--- src/rtl/fetch_pkg.sv ---
// Shared constants and types for the fetch stage.
//   N          : datapath / PC width
//   INSTR_W    : instruction word width
//   OP_W       : opcode field width (instr[OP_HI:OP_LO])
//   NOP_INSTR  : bubble word written into IF/ID on a flush
//   RESET_PC   : default PC after reset
package fetch_pkg;

  localparam int          N         = 64;
  localparam int          INSTR_W   = 32;
  localparam int          OP_W      = 11;
  localparam int          OP_HI     = 31;
  localparam int          OP_LO     = 21;
  localparam logic [31:0] NOP_INSTR = 32'h0;
  localparam logic [63:0] RESET_PC  = 64'h0;

  // What the fetch stage does on the next clock edge.
  typedef enum logic [1:0] {
    ACT_ADVANCE  = 2'd0,
    ACT_STALL    = 2'd1,
    ACT_REDIRECT = 2'd2
  } fetch_act_e;

  // Redirect beats stall beats normal advance.
  function automatic fetch_act_e fetch_action(input logic branch_taken,
                                              input logic stall_F);
    if (branch_taken)  return ACT_REDIRECT;
    else if (stall_F)  return ACT_STALL;
    else               return ACT_ADVANCE;
  endfunction

endpackage

--- src/rtl/fetch_if.sv ---
// Instruction-memory bus between the fetch stage and the memory.
//   imem_addr : word address driven by fetch
//   imem_data : instruction word, combinational read of imem_addr
interface fetch_if #(
  parameter int IMEM_ADDR_W = 6
);
  import fetch_pkg::*;

  logic [IMEM_ADDR_W-1:0] imem_addr;
  logic [INSTR_W-1:0]     imem_data;

  modport master (output imem_addr, input  imem_data);
  modport slave  (input  imem_addr, output imem_data);
endinterface

--- src/rtl/fetch_flopre.sv ---
// flopre: W-bit register with asynchronous reset, synchronous clear and enable.
//   clk, reset : clock, async active-high reset (loads RST_VAL)
//   en         : load d when high
//   clr        : synchronous clear to zero, takes priority over en
//   d, q       : data in / registered out
module flopre #(
  parameter int           W       = 8,
  parameter logic [W-1:0] RST_VAL = '0
) (
  input  logic         clk,
  input  logic         reset,
  input  logic         en,
  input  logic         clr,
  input  logic [W-1:0] d,
  output logic [W-1:0] q
);

  always_ff @(posedge clk or posedge reset) begin
    if (reset)      q <= RST_VAL;
    else if (clr)   q <= '0;
    else if (en)    q <= d;
  end

endmodule

--- src/rtl/fetch.sv ---
// fetch: PC register, PC-next mux / +4 adder and the IF/ID pipeline register.
//   clk, reset     : clock, async active-high reset
//   stall_F        : freeze PC and IF/ID
//   branch_taken   : redirect to branch_target (word aligned), flush IF/ID
//   branch_target  : redirect PC
//   imem           : instruction-memory bus (address out, word in)
//   pc_F           : current fetch PC
//   pc_D, instr_D  : PC and instruction held in IF/ID
//   op_D           : opcode field of instr_D
//   valid_D        : IF/ID holds a real instruction (0 = bubble)
module fetch
  import fetch_pkg::*;
#(
  parameter int           N           = fetch_pkg::N,
  parameter int           IMEM_ADDR_W = 6,
  parameter logic [N-1:0] RESET_PC    = N'(fetch_pkg::RESET_PC)
) (
  input  logic                 clk,
  input  logic                 reset,
  input  logic                 stall_F,
  input  logic                 branch_taken,
  input  logic [N-1:0]         branch_target,
  fetch_if.master              imem,
  output logic [N-1:0]         pc_F,
  output logic [N-1:0]         pc_D,
  output logic [INSTR_W-1:0]   instr_D,
  output logic [OP_W-1:0]      op_D,
  output logic                 valid_D
);

  fetch_act_e     w_act;
  logic [N-1:0]   w_pc_plus4;
  logic [N-1:0]   w_pc_next;
  logic           w_pc_en;
  logic           w_ifid_en;
  logic           w_ifid_clr;

  assign w_act      = fetch_action(branch_taken, stall_F);
  // Adder wraps naturally modulo 2^N.
  assign w_pc_plus4 = pc_F + N'(4);
  // Low two bits of the target are dropped to keep the PC word aligned.
  assign w_pc_next  = (w_act == ACT_REDIRECT) ? (branch_target & ~N'(3)) : w_pc_plus4;
  assign w_pc_en    = (w_act != ACT_STALL);
  assign w_ifid_en  = (w_act == ACT_ADVANCE);
  assign w_ifid_clr = (w_act == ACT_REDIRECT);

  // Word address wraps modulo 2^IMEM_ADDR_W by truncation.
  assign imem.imem_addr = pc_F[IMEM_ADDR_W+1:2];

  // ---- stage F: program counter ----
  flopre #(.W(N), .RST_VAL(RESET_PC)) u_pc (
    .clk(clk), .reset(reset), .en(w_pc_en), .clr(1'b0),
    .d(w_pc_next), .q(pc_F)
  );

  // ---- stage D: IF/ID register (clear on redirect makes a bubble) ----
  flopre #(.W(N), .RST_VAL('0)) u_pc_d (
    .clk(clk), .reset(reset), .en(w_ifid_en), .clr(w_ifid_clr),
    .d(pc_F), .q(pc_D)
  );

  flopre #(.W(INSTR_W), .RST_VAL(NOP_INSTR)) u_instr_d (
    .clk(clk), .reset(reset), .en(w_ifid_en), .clr(w_ifid_clr),
    .d(imem.imem_data), .q(instr_D)
  );

  flopre #(.W(1), .RST_VAL(1'b0)) u_valid_d (
    .clk(clk), .reset(reset), .en(w_ifid_en), .clr(w_ifid_clr),
    .d(1'b1), .q(valid_D)
  );

  assign op_D = instr_D[OP_HI:OP_LO];

endmodule

--- src/flat_wrapper.sv ---
// flat-port wrapper written by rule: the top's interface ports become plain ports
module fetch_flat import fetch_pkg::*;
#(
  parameter int           N           = fetch_pkg::N,
  parameter int           IMEM_ADDR_W = 6,
  parameter logic [N-1:0] RESET_PC    = N'(fetch_pkg::RESET_PC)
)
  (clk, reset, stall_F, branch_taken, branch_target, pc_F, pc_D, instr_D, op_D, valid_D, imem_imem_addr, imem_imem_data);
  fetch_if #(.IMEM_ADDR_W(IMEM_ADDR_W)) imem_i ();
  input  logic clk;
  input  logic reset;
  input  logic stall_F;
  input  logic branch_taken;
  input  logic [N-1:0] branch_target;
  output logic [N-1:0] pc_F;
  output logic [N-1:0] pc_D;
  output logic [INSTR_W-1:0] instr_D;
  output logic [OP_W-1:0] op_D;
  output logic valid_D;
  output wire logic [$bits(imem_i.imem_addr)-1:0] imem_imem_addr;
  input wire logic [$bits(imem_i.imem_data)-1:0] imem_imem_data;
  assign imem_imem_addr = imem_i.imem_addr;
  assign imem_i.imem_data = imem_imem_data;
  fetch #(.N(N), .IMEM_ADDR_W(IMEM_ADDR_W), .RESET_PC(RESET_PC)) u_core (.clk(clk), .reset(reset), .stall_F(stall_F), .branch_taken(branch_taken), .branch_target(branch_target), .imem(imem_i), .pc_F(pc_F), .pc_D(pc_D), .instr_D(instr_D), .op_D(op_D), .valid_D(valid_D));
endmodule
--- config.mk ---
export PLATFORM = sky130hd
export DESIGN_NAME = fetch_flat
export DESIGN_NICKNAME = d
export VERILOG_FILES = /design/src/rtl/fetch_pkg.sv /design/src/rtl/fetch_if.sv /design/src/rtl/fetch_flopre.sv /design/src/rtl/fetch.sv /design/src/flat_wrapper.sv
export SDC_FILE = /design/constraint.sdc
export NUM_CORES = 1
export LEC_CHECK = 0
export CAP_MARGIN = 20
export CELL_PAD_IN_SITES_DETAIL_PLACEMENT = 0
export CELL_PAD_IN_SITES_GLOBAL_PLACEMENT = 2
export CORE_MARGIN = 3
export CORE_UTILIZATION = 38
export DETAILED_ROUTE_END_ITERATION = 10
export DONT_BUFFER_PORTS = 1
export PLACE_DENSITY_LB_ADDON = 0.1
export SLEW_MARGIN = 0
export SYNTH_ARGS = -nofsm -noshare
export SYNTH_HDL_FRONTEND = slang
export SYNTH_SLANG_ARGS = --single-unit
--- constraint.sdc ---
create_clock -name clk -period 5.9 [get_ports clk]
set_clock_uncertainty 0.05 [all_clocks]
set_input_delay 1.18 -clock clk [delete_from_list [all_inputs] [get_ports clk]]
set_output_delay 1.18 -clock clk [all_outputs]
set_load 0.02 [all_outputs]
==> results of run 1 <==
-- per-stage QoR --
| step | hold slack, ps | util [%] | area (sq um) | setup WS (ps) | std cells |
|---|---|---|---|---|---|
| after global routing | 564 | 42.4 | 8310 | 2140 | 995 |
| after global placement | 579 | 39.1 | 7660 | 2430 | 962 |
| final | 560 | 42.4 | 8310 | 2460 | 995 |
| after CTS | 595 | 42.3 | 8290 | 2400 | 994 |
| after detailed placement | 585 | 39.1 | 7660 | 2410 | 962 |
| after floorplan | 556 | - | 7630 | 407 | 756 |
-- cell type report --
cell class / instances / area share, %
clock buffer: 17 / 5.12
clock inverter: 15 / 2.36
inverter: 9 / 0.467
multi-input combinational: 527 / 39.9
sequential: 158 / 47.6
tap: 265 / 3.99
timing repair buffer: 4 / 0.602
-- state kept, by name, summed over array words and instances (netlist names) --
| signal | cells |
|---|---|
| u_core.u_pc.q | 62 |
| u_core.u_pc_d.q | 63 |
| u_core.u_instr_d.q | 32 |
| u_core.u_valid_d.q | 1 |
-- critical path, delay by kind of cell (launching register included) --
| kind | cells | cell delay (ps) |
|---|---|---|
| DFF | 1 | 690 |
| AOI/OAI and AO/OA | 1 | 180 |
| and+or+nand+nor | 4 | 2420 |
-- layer usage --
layer | wire length, um | GRT usage (%) | share of wire [%] | up-vias
met1 | 8430 | 22.8 | 42 | 2690
met2 | 9710 | 30.2 | 48 | 179
met3 | 1530 | 6.62 | 7.6 | 24
met4 | 362 | 5.68 | 1.8 | 2
li1 | - | - | - | 2553
met5 | 20 | 0 | 0.10 | -
-- worst min path at each step --
stage / from / to / cells past startpoint
2_1_floorplan: u_core.u_valid_d.q / u_core.u_valid_d.q / 2
3_3_place_gp: u_core.u_valid_d.q / u_core.u_valid_d.q / 2
3_5_place_dp: u_core.u_valid_d.q / u_core.u_valid_d.q / 2
4_1_cts: u_core.u_valid_d.q / u_core.u_valid_d.q / 2
5_1_grt: reset / u_core.u_instr_d.q[24] / 1
6_report: reset / u_core.u_instr_d.q[19] / 1
-- cells by family (layout without fill, tap and decap cells) --
family          after synthesis  in the layout  synth area share, %
buf+inv                      71             45                 4.65
mux                          96             96                 12.6
fa+ha+maj                     1              1                0.164
xor+xnor                     35             35                 4.02
other cells                   1              2               0.0492
simple gates                309            309                 20.1
compound gates               84             84                 6.55
flops                       158            158                 51.9
-- power groups by stage --
| stage | sequential [mW] | clock (mW) | combinational, mW |
|---|---|---|---|
| final | 1.39 | 1.17 | 0.182 |
| after global routing | 1.41 | 1.25 | 0.212 |
| after CTS | 1.40 | 1.20 | 0.185 |
| after detailed placement | 1.42 | 0 | 0.184 |
| after global placement | 1.41 | 0 | 0.177 |
| after floorplan | 1.36 | 0 | 0.211 |
-- cells in the mapped netlist (3+ instances only) --
library cell	instances
sky130_fd_sc_hd__nor4_2	3
sky130_fd_sc_hd__xor2_1	20
sky130_fd_sc_hd__buf_4	20
sky130_fd_sc_hd__nand3_1	26
sky130_fd_sc_hd__or3_1	8
sky130_fd_sc_hd__o31a_1	4
sky130_fd_sc_hd__and4_1	5
sky130_fd_sc_hd__buf_2	4
sky130_fd_sc_hd__clkbuf_1	30
sky130_fd_sc_hd__o211ai_1	3
sky130_fd_sc_hd__nor3_1	10
sky130_fd_sc_hd__o31ai_1	12
sky130_fd_sc_hd__nand4_1	24
sky130_fd_sc_hd__inv_1	8
sky130_fd_sc_hd__nand2_1	61
sky130_fd_sc_hd__mux2i_1	95
sky130_fd_sc_hd__and3_1	11
sky130_fd_sc_hd__xnor2_1	15
sky130_fd_sc_hd__o21ai_0	42
sky130_fd_sc_hd__a31oi_1	19
sky130_fd_sc_hd__dfrtp_1	158
sky130_fd_sc_hd__nor2_1	123
sky130_fd_sc_hd__or4_1	16
sky130_fd_sc_hd__buf_1	7
sky130_fd_sc_hd__nor2b_1	4
sky130_fd_sc_hd__nor4_1	4
-- cell usage in the layout, fill, tap and decap left out, drive strengths merged, types with 10 or more instances in the layout --
master,instances
a31oi,19
and3,12
clkbuf,17
dfrtp,158
inv,17
mux2i,95
nand2,61
nand3,26
nand4,26
nor2,123
nor3,10
o21ai,43
o31ai,12
or4,17
xnor2,15
xor2,20
==> flow_summary.html, run 1 <==
<table>
<tr><th>Metric</th><th>Value</th></tr>
<tr><th colspan="2">Status</th></tr>
<tr><td>Run status</td><td>complete, no violations</td></tr>
<tr><th colspan="2">Synthesis</th></tr>
<tr><td>Number of warnings printed during yosys synthesis</td><td>0</td></tr>
<tr><td>Post-Synthesis Mean Instance Area</td><td>10.1 sq um</td></tr>
<tr><td>Top-area cell type share of the netlist area</td><td>51.9%</td></tr>
<tr><td>Top area cells in the synthesized netlist</td><td>sky130_fd_sc_hd__dfrtp_1 52%, sky130_fd_sc_hd__mux2i_1 12%, sky130_fd_sc_hd__nor2_1 6.1%</td></tr>
<tr><td>Netlist area before placement</td><td>7620 sq um</td></tr>
<tr><td>Number of synthesized flops with an enable pin</td><td>0</td></tr>
<tr><td>Synthesized instance count</td><td>755</td></tr>
<tr><td>Fraction of synthesis flops using an asynchronous set or reset pin</td><td>100%</td></tr>
<tr><td>Main synth FF type</td><td>sky130_fd_sc_hd__dfrtp_1</td></tr>
<tr><td>Count of cell types in the netlist</td><td>46</td></tr>
<tr><td>Register bit total from synthesis</td><td>158</td></tr>
<tr><td>Part of the Yosys area used for sequential elements</td><td>51.9%</td></tr>
<tr><td>Cell type with the highest aggregate area in the netlist</td><td>sky130_fd_sc_hd__dfrtp_1</td></tr>
<tr><th colspan="2">Power</th></tr>
<tr><td>NetSw</td><td>807 uW</td></tr>
<tr><td>Part of the power in combinational logic</td><td>6.6%</td></tr>
<tr><td>Internal power contribution</td><td>1.93 mW</td></tr>
<tr><td>Peak supply drop</td><td>0.187 mV</td></tr>
<tr><td>Overall power consumption</td><td>2.74 mW</td></tr>
<tr><td>Leak pwr</td><td>3.67 nW</td></tr>
<tr><td>Power density over cell area</td><td>329 nW/um^2</td></tr>
<tr><td>Switching share of total power</td><td>29.5%</td></tr>
<tr><td>Reg power frac</td><td>50.8%</td></tr>
<tr><td>Clock network fraction of design power</td><td>42.5%</td></tr>
<tr><th colspan="2">CTS</th></tr>
<tr><td>Post-CTS setup-driven buffer insertion count</td><td>0</td></tr>
<tr><td>Number of hold-repair buffers added at the cts stage</td><td>0</td></tr>
<tr><td>H-Tree Depth</td><td>4</td></tr>
<tr><td>Clk pin slew, worst setup/hold paths</td><td>70 ps</td></tr>
<tr><td>TritonCTS clock tree</td><td>done</td></tr>
<tr><td>TritonCTS buffer count</td><td>17</td></tr>
<tr><td>CTS max path bufs</td><td>2</td></tr>
<tr><td>Later-pin clock latency in the skew report</td><td>420 ps</td></tr>
<tr><td>Post-CTS resize count</td><td>0</td></tr>
<tr><td>Number of clock sinks</td><td>158</td></tr>
<tr><td>Clock root buffer master</td><td>sky130_fd_sc_hd__clkbuf_16</td></tr>
<tr><th colspan="2">Drt</th></tr>
<tr><td>Routed via count divided by cell count</td><td>5.48</td></tr>
<tr><td>Total length of routed wires</td><td>20.1 mm</td></tr>
<tr><td>Total number of vias</td><td>5,448</td></tr>
<tr><td>Total iterations of the first detailed-routing run</td><td>4</td></tr>
<tr><td>Count of antenna-violating nets left after detailed routing</td><td>0</td></tr>
<tr><td>Average routed wire per standard cell</td><td>20.2 um</td></tr>
<tr><td>Post-route DRC</td><td>0</td></tr>
<tr><td>Initial drt markers</td><td>212</td></tr>
<tr><th colspan="2">Worst setup path</th></tr>
<tr><td>Endpoint arrival time on the critical path</td><td>3730 ps</td></tr>
<tr><td>R2r setup slk</td><td>2460 ps</td></tr>
<tr><td>Critical path's slowest cell</td><td>sky130_fd_sc_hd__nand4_1</td></tr>
<tr><td>Delay of the slowest cell on the worst path</td><td>780 ps</td></tr>
<tr><td>Worst reg2reg path depth</td><td>5</td></tr>
<tr><td>Endpoint of the lowest-slack register-to-register path</td><td>u_core.u_pc.q[57]</td></tr>
<tr><td>Cells traversed along the worst timing path</td><td>and3_1 -&gt; and4_1 -&gt; nand4_1 -&gt; or4_1 -&gt; a31oi_1</td></tr>
<tr><td>Data required time of the critical path</td><td>6190 ps</td></tr>
<tr><td>Kind of critical path</td><td>flip-flop to flip-flop</td></tr>
<tr><td>Crit-path max FO</td><td>19</td></tr>
<tr><td>Critical path endpoint</td><td>u_core.u_pc.q[57]</td></tr>
<tr><td>Element type at the critical path start</td><td>flip-flop</td></tr>
<tr><td>Endpoint class of the critical path</td><td>flip-flop</td></tr>
<tr><td>Launch point of the worst path</td><td>u_core.u_pc.q[7]</td></tr>
<tr><td>Startpoint of the worst register-to-register path</td><td>u_core.u_pc.q[7]</td></tr>
<tr><th colspan="2">Final layout</th></tr>
<tr><td>Diodes inserted</td><td>0</td></tr>
<tr><td>Layout cells sized above 1</td><td>6.58%</td></tr>
<tr><td>Layout Area Growth over Synthesis</td><td>9.08%</td></tr>
<tr><td>Area occupied by registers</td><td>3950 sq um</td></tr>
<tr><td>Final-layout fill cell count</td><td>1,957</td></tr>
<tr><td>Nets</td><td>818</td></tr>
<tr><td>Area of the multi-input gates</td><td>3320 sq um</td></tr>
<tr><th colspan="2">Min path</th></tr>
<tr><td>Class of the worst hold path</td><td>input port to async pin</td></tr>
<tr><th colspan="2">Placement</th></tr>
<tr><td>RePlAce Congestion</td><td>0.729</td></tr>
<tr><td>Half-perimeter wire length after detailed placement</td><td>13.7 mm</td></tr>
<tr><td>Buffers added on ports</td><td>0</td></tr>
<tr><th colspan="2">Floorplan</th></tr>
<tr><td>Total I/O pin count</td><td>278</td></tr>
<tr><td>Initial cell density of the core</td><td>38.9%</td></tr>
<tr><td>Area of the die</td><td>21,800 sq um</td></tr>
<tr><td>Row count</td><td>51</td></tr>
<tr><td>Overall die width</td><td>148 um</td></tr>
<tr><td>Core region area</td><td>19,600 sq um</td></tr>
<tr><td>Vert. Die Dim</td><td>148 um</td></tr>
<tr><th colspan="2">GRT</th></tr>
<tr><td>Maximum number of pins on one net before global-route repair</td><td>183</td></tr>
<tr><td>Wire length of the first global-routing pass</td><td>32.2 mm</td></tr>
<tr><td>Via count of the first global-routing pass</td><td>5,528</td></tr>
<tr><td>GRT Resource Usage Total</td><td>18.4%</td></tr>
<tr><td>Grt total ovfl</td><td>0</td></tr>
<tr><td>Antenna violations before repair</td><td>1</td></tr>
<tr><th colspan="2">Timing</th></tr>
<tr><td>Worst-Margin Slew</td><td>953 ps</td></tr>
<tr><td>Post-route fraction of the period consumed by the critical path</td><td>58.3%</td></tr>
<tr><td>Final worst path period need</td><td>3440 ps</td></tr>
<tr><td>Maximum frequency from static timing analysis</td><td>291 MHz</td></tr>
<tr><td>Final-report max-slew violation count</td><td>0</td></tr>
<tr><td>Setup tns final</td><td>0 ps</td></tr>
<tr><td>Final setup viols</td><td>0</td></tr>
<tr><td>Number of failing hold endpoints at the final stage</td><td>0</td></tr>
<tr><td>RSZ-0062 raised after global routing</td><td>no</td></tr>
<tr><td>Tightest slew margin relative to the limit</td><td>35.9%</td></tr>
<tr><th colspan="2">Job</th></tr>
<tr><td>MaxCap Viol Count</td><td>0</td></tr>
</table>
Note: power is estimated with default switching activity, not from simulation.
==> inputs of run 2 (changes only) <==
==> constraint.sdc (replaced) <==
create_clock -name clk -period 3.6 [get_ports clk]
set_clock_uncertainty 0.05 [all_clocks]
set_input_delay 0.72 -clock clk [delete_from_list [all_inputs] [get_ports clk]]
set_output_delay 0.72 -clock clk [all_outputs]
set_load 0.02 [all_outputs]
==> run 2 against run 1 <==
Sequential share of layout area is essentially flat. Non-clock buffer count is 7 higher. First-iteration DRC count rose by 8.0%. Wire length is 1.5% higher. Critical path depth rose by 2. Power rose by 58%. Flip-flop and latch count did not move. Worst hold slack worse by 300 ps. Via count increased by 0.66%. Cell area is essentially flat. Core utilization hardly changed. Cell count grew 0.80%.
==> flow_summary.html, run 2 (same netlist as run 1, synthesis figures left out) <==
<table>
<tr><th>Metric</th><th>Value</th></tr>
<tr><th colspan="2">Drt</th></tr>
<tr><td>Average routed wire per standard cell</td><td>20.3 um</td></tr>
<tr><td>Post-route DRC</td><td>0</td></tr>
<tr><td>Total iterations of the first detailed-routing run</td><td>5</td></tr>
<tr><td>Routed via count divided by cell count</td><td>5.47</td></tr>
<tr><td>Count of antenna-violating nets left after detailed routing</td><td>0</td></tr>
<tr><td>Total number of vias</td><td>5,484</td></tr>
<tr><td>Total length of routed wires</td><td>20.4 mm</td></tr>
<tr><td>Initial drt markers</td><td>229</td></tr>
<tr><th colspan="2">CTS</th></tr>
<tr><td>Number of clock sinks</td><td>158</td></tr>
<tr><td>Post-CTS resize count</td><td>0</td></tr>
<tr><td>Number of hold-repair buffers added at the cts stage</td><td>0</td></tr>
<tr><td>TritonCTS buffer count</td><td>17</td></tr>
<tr><td>H-Tree Depth</td><td>4</td></tr>
<tr><td>Clk pin slew, worst setup/hold paths</td><td>70 ps</td></tr>
<tr><td>Post-CTS setup-driven buffer insertion count</td><td>0</td></tr>
<tr><td>TritonCTS clock tree</td><td>done</td></tr>
<tr><td>CTS max path bufs</td><td>2</td></tr>
<tr><td>Later-pin clock latency in the skew report</td><td>440 ps</td></tr>
<tr><td>Clock root buffer master</td><td>sky130_fd_sc_hd__clkbuf_16</td></tr>
<tr><th colspan="2">Timing</th></tr>
<tr><td>Setup tns final</td><td>0 ps</td></tr>
<tr><td>Number of failing hold endpoints at the final stage</td><td>0</td></tr>
<tr><td>Final-report max-slew violation count</td><td>0</td></tr>
<tr><td>RSZ-0062 raised after global routing</td><td>no</td></tr>
<tr><td>Final setup viols</td><td>0</td></tr>
<tr><td>Tightest slew margin relative to the limit</td><td>42.4%</td></tr>
<tr><td>Maximum frequency from static timing analysis</td><td>354 MHz</td></tr>
<tr><td>Final worst path period need</td><td>2830 ps</td></tr>
<tr><td>Worst-Margin Slew</td><td>862 ps</td></tr>
<tr><td>Post-route fraction of the period consumed by the critical path</td><td>78.6%</td></tr>
<tr><th colspan="2">Power</th></tr>
<tr><td>NetSw</td><td>1.32 mW</td></tr>
<tr><td>Switching share of total power</td><td>30.3%</td></tr>
<tr><td>Part of the power in combinational logic</td><td>7.9%</td></tr>
<tr><td>Clock network fraction of design power</td><td>40.2%</td></tr>
<tr><td>Peak supply drop</td><td>0.302 mV</td></tr>
<tr><td>Power density over cell area</td><td>522 nW/um^2</td></tr>
<tr><td>Reg power frac</td><td>51.9%</td></tr>
<tr><td>Internal power contribution</td><td>3.02 mW</td></tr>
<tr><td>Leak pwr</td><td>3.67 nW</td></tr>
<tr><th colspan="2">Floorplan</th></tr>
<tr><td>Vert. Die Dim</td><td>148 um</td></tr>
<tr><td>Overall die width</td><td>148 um</td></tr>
<tr><td>Area of the die</td><td>21,800 sq um</td></tr>
<tr><td>Core region area</td><td>19,600 sq um</td></tr>
<tr><td>Initial cell density of the core</td><td>38.9%</td></tr>
<tr><td>Row count</td><td>51</td></tr>
<tr><td>Total I/O pin count</td><td>278</td></tr>
<tr><th colspan="2">Final layout</th></tr>
<tr><td>Layout cells sized above 1</td><td>7.33%</td></tr>
<tr><td>Fin cells</td><td>1,003</td></tr>
<tr><td>Commonest cells after routing, fill and taps aside</td><td>158 x sky130_fd_sc_hd__dfrtp_1, 123 x sky130_fd_sc_hd__nor2_1, 95 x sky130_fd_sc_hd__mux2i_1, 61 x sky130_fd_sc_hd__nand2_1, 42 x sky130_fd_sc_hd__o21ai_0</td></tr>
<tr><td>Layout Area Growth over Synthesis</td><td>9.11%</td></tr>
<tr><td>Area of the multi-input gates</td><td>3320 sq um</td></tr>
<tr><td>Area occupied by registers</td><td>3950 sq um</td></tr>
<tr><td>Nets</td><td>825</td></tr>
<tr><td>Max FFs per register</td><td>63</td></tr>
<tr><td>Registers with the highest flip-flop counts</td><td>u_core.u_pc_d.q x63, u_core.u_pc.q x62, u_core.u_instr_d.q x32</td></tr>
<tr><td>Register with the highest flop count</td><td>u_core.u_pc_d.q</td></tr>
<tr><td>Most common cell after layout, fill and taps aside</td><td>sky130_fd_sc_hd__dfrtp_1</td></tr>
<tr><td>Final-layout fill cell count</td><td>1,961</td></tr>
<tr><th colspan="2">GRT</th></tr>
<tr><td>GRT Resource Usage Total</td><td>18.6%</td></tr>
<tr><td>Wire length of the first global-routing pass</td><td>32.0 mm</td></tr>
<tr><td>Maximum number of pins on one net before global-route repair</td><td>183</td></tr>
<tr><td>Antenna violations before repair</td><td>1</td></tr>
<tr><td>Via count of the first global-routing pass</td><td>5,525</td></tr>
<tr><td>Grt total ovfl</td><td>0</td></tr>
<tr><th colspan="2">Worst setup path</th></tr>
<tr><td>Endpoint arrival time on the critical path</td><td>3110 ps</td></tr>
<tr><td>Worst reg2reg path depth</td><td>7</td></tr>
<tr><td>Element type at the critical path start</td><td>flip-flop</td></tr>
<tr><td>Data required time of the critical path</td><td>3890 ps</td></tr>
<tr><td>Crit-path max FO</td><td>11</td></tr>
<tr><td>Endpoint class of the critical path</td><td>flip-flop</td></tr>
<tr><td>Kind of critical path</td><td>flip-flop to flip-flop</td></tr>
<tr><th colspan="2">Placement</th></tr>
<tr><td>Half-perimeter wire length after detailed placement</td><td>13.9 mm</td></tr>
<tr><td>Number of placed instances, taps included</td><td>970</td></tr>
<tr><td>Buffers added on ports</td><td>0</td></tr>
<tr><td>RePlAce Congestion</td><td>0.723</td></tr>
<tr><th colspan="2">Min path</th></tr>
<tr><td>Class of the worst hold path</td><td>input port to async pin</td></tr>
<tr><th colspan="2">Job</th></tr>
<tr><td>MaxCap Viol Count</td><td>0</td></tr>
<tr><th colspan="2">Status</th></tr>
<tr><td>Run status</td><td>complete, no violations</td></tr>
</table>
==> run 2: changes by cell type in the layout (fill, tap and decap cells not counted), moves of 2 or more <==
cell	change
sky130_fd_sc_hd__buf_4	+6
sky130_fd_sc_hd__inv_8	-2
sky130_fd_sc_hd__bufinv_16	-2
sky130_fd_sc_hd__clkinv_4	+5
sky130_fd_sc_hd__inv_6	-4
sky130_fd_sc_hd__buf_12	+2
==> run 2: final timing paths <==
check                                         from                      to  slack, ps
worst max-delay path              u_core.u_pc.q[2]       u_core.u_pc.q[62]        770
worst min-delay path                         reset  u_core.u_instr_d.q[12]        260
worst max register to register    u_core.u_pc.q[2]       u_core.u_pc.q[62]        770
worst min register to register  u_core.u_valid_d.q      u_core.u_valid_d.q        600
max in group asynchronous                    reset     u_core.u_pc_d.q[36]       2380
min in group clk                      branch_taken     u_core.u_pc_d.q[25]        320
==> run 2: critical path, cell delays in order, from the launching register on <==
cell and delay, ps:
sky130_fd_sc_hd__dfrtp_1 320, sky130_fd_sc_hd__buf_4 220, sky130_fd_sc_hd__ha_1 190, sky130_fd_sc_hd__and4b_1 250, sky130_fd_sc_hd__and2_1 490, sky130_fd_sc_hd__nand3_1 450, sky130_fd_sc_hd__or4_1 590, sky130_fd_sc_hd__a31oi_1 170
==> run 2: layout make-up <==
class,instances,area share [%]
sequential,158,47.5
multi-input combinational,527,39.9
clock buffer,18,5.16
tap,265,3.99
clock inverter,14,1.64
timing repair buffer,11,1.29
inverter,9,0.451
antenna,1,0.0301
==> run 2: power by group through the flow <==
stage | combinational (mW) | sequential [mW] | clock (mW)
floorplan | 0.346 | 2.23 | 0
global placement | 0.339 | 2.29 | 0
detailed placement | 0.350 | 2.29 | 0
CTS | 0.351 | 2.26 | 1.80
global route | 0.394 | 2.27 | 1.88
finish | 0.341 | 2.25 | 1.74
==> run 2: through the flow <==
step                total power [mW]  utilization [%]  hold WS (ps)  setup slack [ps]  area (sq um)
finish                          4.34             42.5           263               771          8320
global route                    4.55             42.4           291               589          8310
CTS                             4.41             42.4           281               779          8310
detailed placement              2.64             39.6           589               734          7750
global placement                2.62             39.6           585               804          7750
floorplan                       2.57                -           556               829          7630
==> run 2: layer usage <==
layer | global-route usage [%] | up-vias | part of all wire [%]
met5 | 0 | - | 0.098
met4 | 5.13 | 2 | 0.90
met3 | 6.62 | 16 | 7.6
met2 | 30.2 | 172 | 49
met1 | 23.5 | 2720 | 42
li1 | - | 2574 | -
==> inputs of run 3 (changes only) <==
--- a/config.mk
+++ b/config.mk
@@ -9,7 +9,7 @@
 export CELL_PAD_IN_SITES_DETAIL_PLACEMENT = 0
 export CELL_PAD_IN_SITES_GLOBAL_PLACEMENT = 2
 export CORE_MARGIN = 3
-export CORE_UTILIZATION = 38
+export CORE_UTILIZATION = 34
 export DETAILED_ROUTE_END_ITERATION = 10
 export DONT_BUFFER_PORTS = 1
 export PLACE_DENSITY_LB_ADDON = 0.1
==> constraint.sdc (replaced) <==
create_clock -name clk -period 2.4 [get_ports clk]
set_clock_uncertainty 0.05 [all_clocks]
set_input_delay 0.48 -clock clk [delete_from_list [all_inputs] [get_ports clk]]
set_output_delay 0.48 -clock clk [all_outputs]
set_load 0.02 [all_outputs]
==> run 3 against run 2 <==
Wire length increased by 6.8%. Worst setup slack got worse by 610 ps. Fmax increased by 26%. Worst hold slack got worse by 180 ps. Cell area increased by 7.0%. Clock power increased by 61%. Register-to-register slack got worse by 610 ps. Die area increased by 11%. Flip-flop and latch count unchanged. Core utilization decreased by 1.9 points. Via count increased by 3.6%. Largest power group unchanged. Highest routed layer is now met4.
==> flow_summary.html, run 3 (same netlist as run 1, synthesis figures left out) <==
<table>
<tr><th>Metric</th><th>Value</th></tr>
<tr><th colspan="2">Worst setup path</th></tr>
<tr><td>R2r setup slk</td><td>160 ps</td></tr>
<tr><td>Endpoint class of the critical path</td><td>flip-flop</td></tr>
<tr><td>Critical path endpoint</td><td>u_core.u_pc.q[34]</td></tr>
<tr><td>Kind of critical path</td><td>flip-flop to flip-flop</td></tr>
<tr><td>Startpoint of the worst register-to-register path</td><td>u_core.u_pc.q[18]</td></tr>
<tr><td>Endpoint arrival time on the critical path</td><td>2490 ps</td></tr>
<tr><td>Element type at the critical path start</td><td>flip-flop</td></tr>
<tr><td>Crit-path max FO</td><td>7</td></tr>
<tr><td>Worst reg2reg path depth</td><td>5</td></tr>
<tr><td>Launch point of the worst path</td><td>u_core.u_pc.q[18]</td></tr>
<tr><td>Endpoint of the lowest-slack register-to-register path</td><td>u_core.u_pc.q[34]</td></tr>
<tr><td>Data required time of the critical path</td><td>2650 ps</td></tr>
<tr><th colspan="2">Floorplan</th></tr>
<tr><td>Area of the die</td><td>24,300 sq um</td></tr>
<tr><td>Core region area</td><td>22,000 sq um</td></tr>
<tr><td>Vert. Die Dim</td><td>156 um</td></tr>
<tr><td>Overall die width</td><td>156 um</td></tr>
<tr><td>Total I/O pin count</td><td>278</td></tr>
<tr><td>Row count</td><td>54</td></tr>
<tr><td>Initial cell density of the core</td><td>34.7%</td></tr>
<tr><th colspan="2">Final layout</th></tr>
<tr><td>Final-layout fill cell count</td><td>2,171</td></tr>
<tr><td>Registers with the highest flip-flop counts</td><td>u_core.u_pc_d.q x63, u_core.u_pc.q x62, u_core.u_instr_d.q x32</td></tr>
<tr><td>Layout cells sized above 1</td><td>14.9%</td></tr>
<tr><td>Most common cell after layout, fill and taps aside</td><td>sky130_fd_sc_hd__dfrtp_1</td></tr>
<tr><td>Register with the highest flop count</td><td>u_core.u_pc_d.q</td></tr>
<tr><td>Area occupied by registers</td><td>3950 sq um</td></tr>
<tr><td>Final instance area</td><td>8900 sq um</td></tr>
<tr><td>Max FFs per register</td><td>63</td></tr>
<tr><td>Nets</td><td>889</td></tr>
<tr><td>Layout Area Growth over Synthesis</td><td>16.8%</td></tr>
<tr><td>Commonest cells after routing, fill and taps aside</td><td>158 x sky130_fd_sc_hd__dfrtp_1, 123 x sky130_fd_sc_hd__nor2_1, 95 x sky130_fd_sc_hd__mux2i_1, 69 x sky130_fd_sc_hd__buf_4, 60 x sky130_fd_sc_hd__nand2_1</td></tr>
<tr><td>Area of the multi-input gates</td><td>3330 sq um</td></tr>
<tr><td>Diodes inserted</td><td>0</td></tr>
<tr><td>Fin cells</td><td>1,080</td></tr>
<tr><th colspan="2">Power</th></tr>
<tr><td>Leak pwr</td><td>4.01 nW</td></tr>
<tr><td>Power density over cell area</td><td>768 nW/um^2</td></tr>
<tr><td>Peak supply drop</td><td>0.434 mV</td></tr>
<tr><td>Overall power consumption</td><td>6.84 mW</td></tr>
<tr><th colspan="2">Drt</th></tr>
<tr><td>Average routed wire per standard cell</td><td>20.1 um</td></tr>
<tr><td>Total iterations of the first detailed-routing run</td><td>4</td></tr>
<tr><td>Count of antenna-violating nets left after detailed routing</td><td>0</td></tr>
<tr><td>Post-route DRC</td><td>0</td></tr>
<tr><td>Routed via count divided by cell count</td><td>5.26</td></tr>
<tr><td>Total number of vias</td><td>5,679</td></tr>
<tr><td>Total length of routed wires</td><td>21.7 mm</td></tr>
<tr><td>Initial drt markers</td><td>245</td></tr>
<tr><th colspan="2">CTS</th></tr>
<tr><td>TritonCTS clock tree</td><td>done</td></tr>
<tr><td>Post-CTS setup-driven buffer insertion count</td><td>0</td></tr>
<tr><td>Later-pin clock latency in the skew report</td><td>420 ps</td></tr>
<tr><td>CTS max path bufs</td><td>2</td></tr>
<tr><td>H-Tree Depth</td><td>4</td></tr>
<tr><td>Clk pin slew, worst setup/hold paths</td><td>70 ps</td></tr>
<tr><td>Clock root buffer master</td><td>sky130_fd_sc_hd__clkbuf_16</td></tr>
<tr><td>TritonCTS buffer count</td><td>17</td></tr>
<tr><td>Number of clock sinks</td><td>158</td></tr>
<tr><th colspan="2">GRT</th></tr>
<tr><td>Grt total ovfl</td><td>0</td></tr>
<tr><td>Antenna violations before repair</td><td>0</td></tr>
<tr><td>Maximum number of pins on one net before global-route repair</td><td>183</td></tr>
<tr><td>GRT Resource Usage Total</td><td>17.7%</td></tr>
<tr><td>Wire length of the first global-routing pass</td><td>33.9 mm</td></tr>
<tr><td>Via count of the first global-routing pass</td><td>5,977</td></tr>
<tr><th colspan="2">Timing</th></tr>
<tr><td>Worst-Margin Slew</td><td>667 ps</td></tr>
<tr><td>Tightest slew margin relative to the limit</td><td>55.5%</td></tr>
<tr><td>Number of failing hold endpoints at the final stage</td><td>0</td></tr>
<tr><td>Maximum frequency from static timing analysis</td><td>447 MHz</td></tr>
<tr><td>Final worst-path setup slack</td><td>161 ps</td></tr>
<tr><td>Post-route fraction of the period consumed by the critical path</td><td>93.3%</td></tr>
<tr><td>Final-report max-slew violation count</td><td>0</td></tr>
<tr><td>RSZ-0062 raised after global routing</td><td>no</td></tr>
<tr><td>Final setup viols</td><td>0</td></tr>
<tr><td>Setup tns final</td><td>0 ps</td></tr>
<tr><td>Final worst path period need</td><td>2240 ps</td></tr>
<tr><th colspan="2">Min path</th></tr>
<tr><td>Class of the worst hold path</td><td>input port to flip-flop</td></tr>
<tr><th colspan="2">Placement</th></tr>
<tr><td>Post-Place Cell Area</td><td>8280 sq um</td></tr>
<tr><td>Number of placed instances, taps included</td><td>1,048</td></tr>
<tr><td>RePlAce Congestion</td><td>0.753</td></tr>
<tr><td>Post-placement worst setup slack</td><td>113 ps</td></tr>
<tr><td>Half-perimeter wire length after detailed placement</td><td>15.7 mm</td></tr>
<tr><td>Buffers added on ports</td><td>0</td></tr>
<tr><th colspan="2">Job</th></tr>
<tr><td>MaxCap Viol Count</td><td>0</td></tr>
<tr><th colspan="2">Status</th></tr>
<tr><td>Run status</td><td>complete, no violations</td></tr>
</table>
==> run 3: how the worst min path moves through the flow <==
stage | from | end | slack, ps | cells past startpoint
2_1_floorplan | branch_target[14] | u_core.u_pc.q[14] | 540 | 2
3_3_place_gp | reset | u_core.u_instr_d.q[3] | 430 | 1
3_5_place_dp | reset | u_core.u_instr_d.q[4] | 440 | 1
4_1_cts | branch_taken | u_core.u_pc_d.q[14] | 60 | 1
5_1_grt | branch_taken | u_core.u_pc_d.q[23] | 50 | 1
6_report | branch_taken | u_core.u_pc_d.q[23] | 80 | 1
==> run 3: stage by stage <==
step	hold slack, ps	util [%]
6_report	82.0	40.5
4_1_cts	55.9	40.5
2_1_floorplan	535	-
3_5_place_dp	437	37.7
5_1_grt	50.8	40.5
3_3_place_gp	429	37.7
==> run 3: what timing repair did <==
action,in CTS,in global routing
gates resized for setup,0,2
hold buffers,1,0
endpoints found under the hold margin,20,0
setup endpoints to repair,0,5
==> run 3: power by group <==
| part | switching (mW) | total, mW | leakage, nW | internal [mW] |
|---|---|---|---|---|
| combinational | 0.516 | 0.861 | 1.72 | 0.345 |
| sequential | 0.320 | 3.18 | 2.01 | 2.86 |
| clock | 1.14 | 2.80 | 0.289 | 1.65 |
| total | 1.98 | 6.84 | 4.01 | 4.86 |
==> run 3: worst max-delay path, stage by stage, from the launching register on <==
cell	delay, ps
sky130_fd_sc_hd__dfrtp_1	390
sky130_fd_sc_hd__nand4_4	170
sky130_fd_sc_hd__or4_2	740
sky130_fd_sc_hd__nor4_1	370
sky130_fd_sc_hd__xor2_1	110
sky130_fd_sc_hd__mux2_2	270
==> run 3: layout make-up <==
class | count | share of cell area [%]
Clock inverter | 10 | 1.42
Timing Repair Buffer | 75 | 7.06
Tap cell | 280 | 3.94
Sequential cell | 158 | 44.4
Clock buffer | 21 | 5.40
Multi-Input combinational cell | 527 | 37.4
Inverter | 9 | 0.422
==> run 3: metal layers <==
metal	share of wire (%)	track usage [%]
met5	0	0
met4	1.8	5.38
met3	7.6	5.52
met2	48	29.8
met1	42	22.0
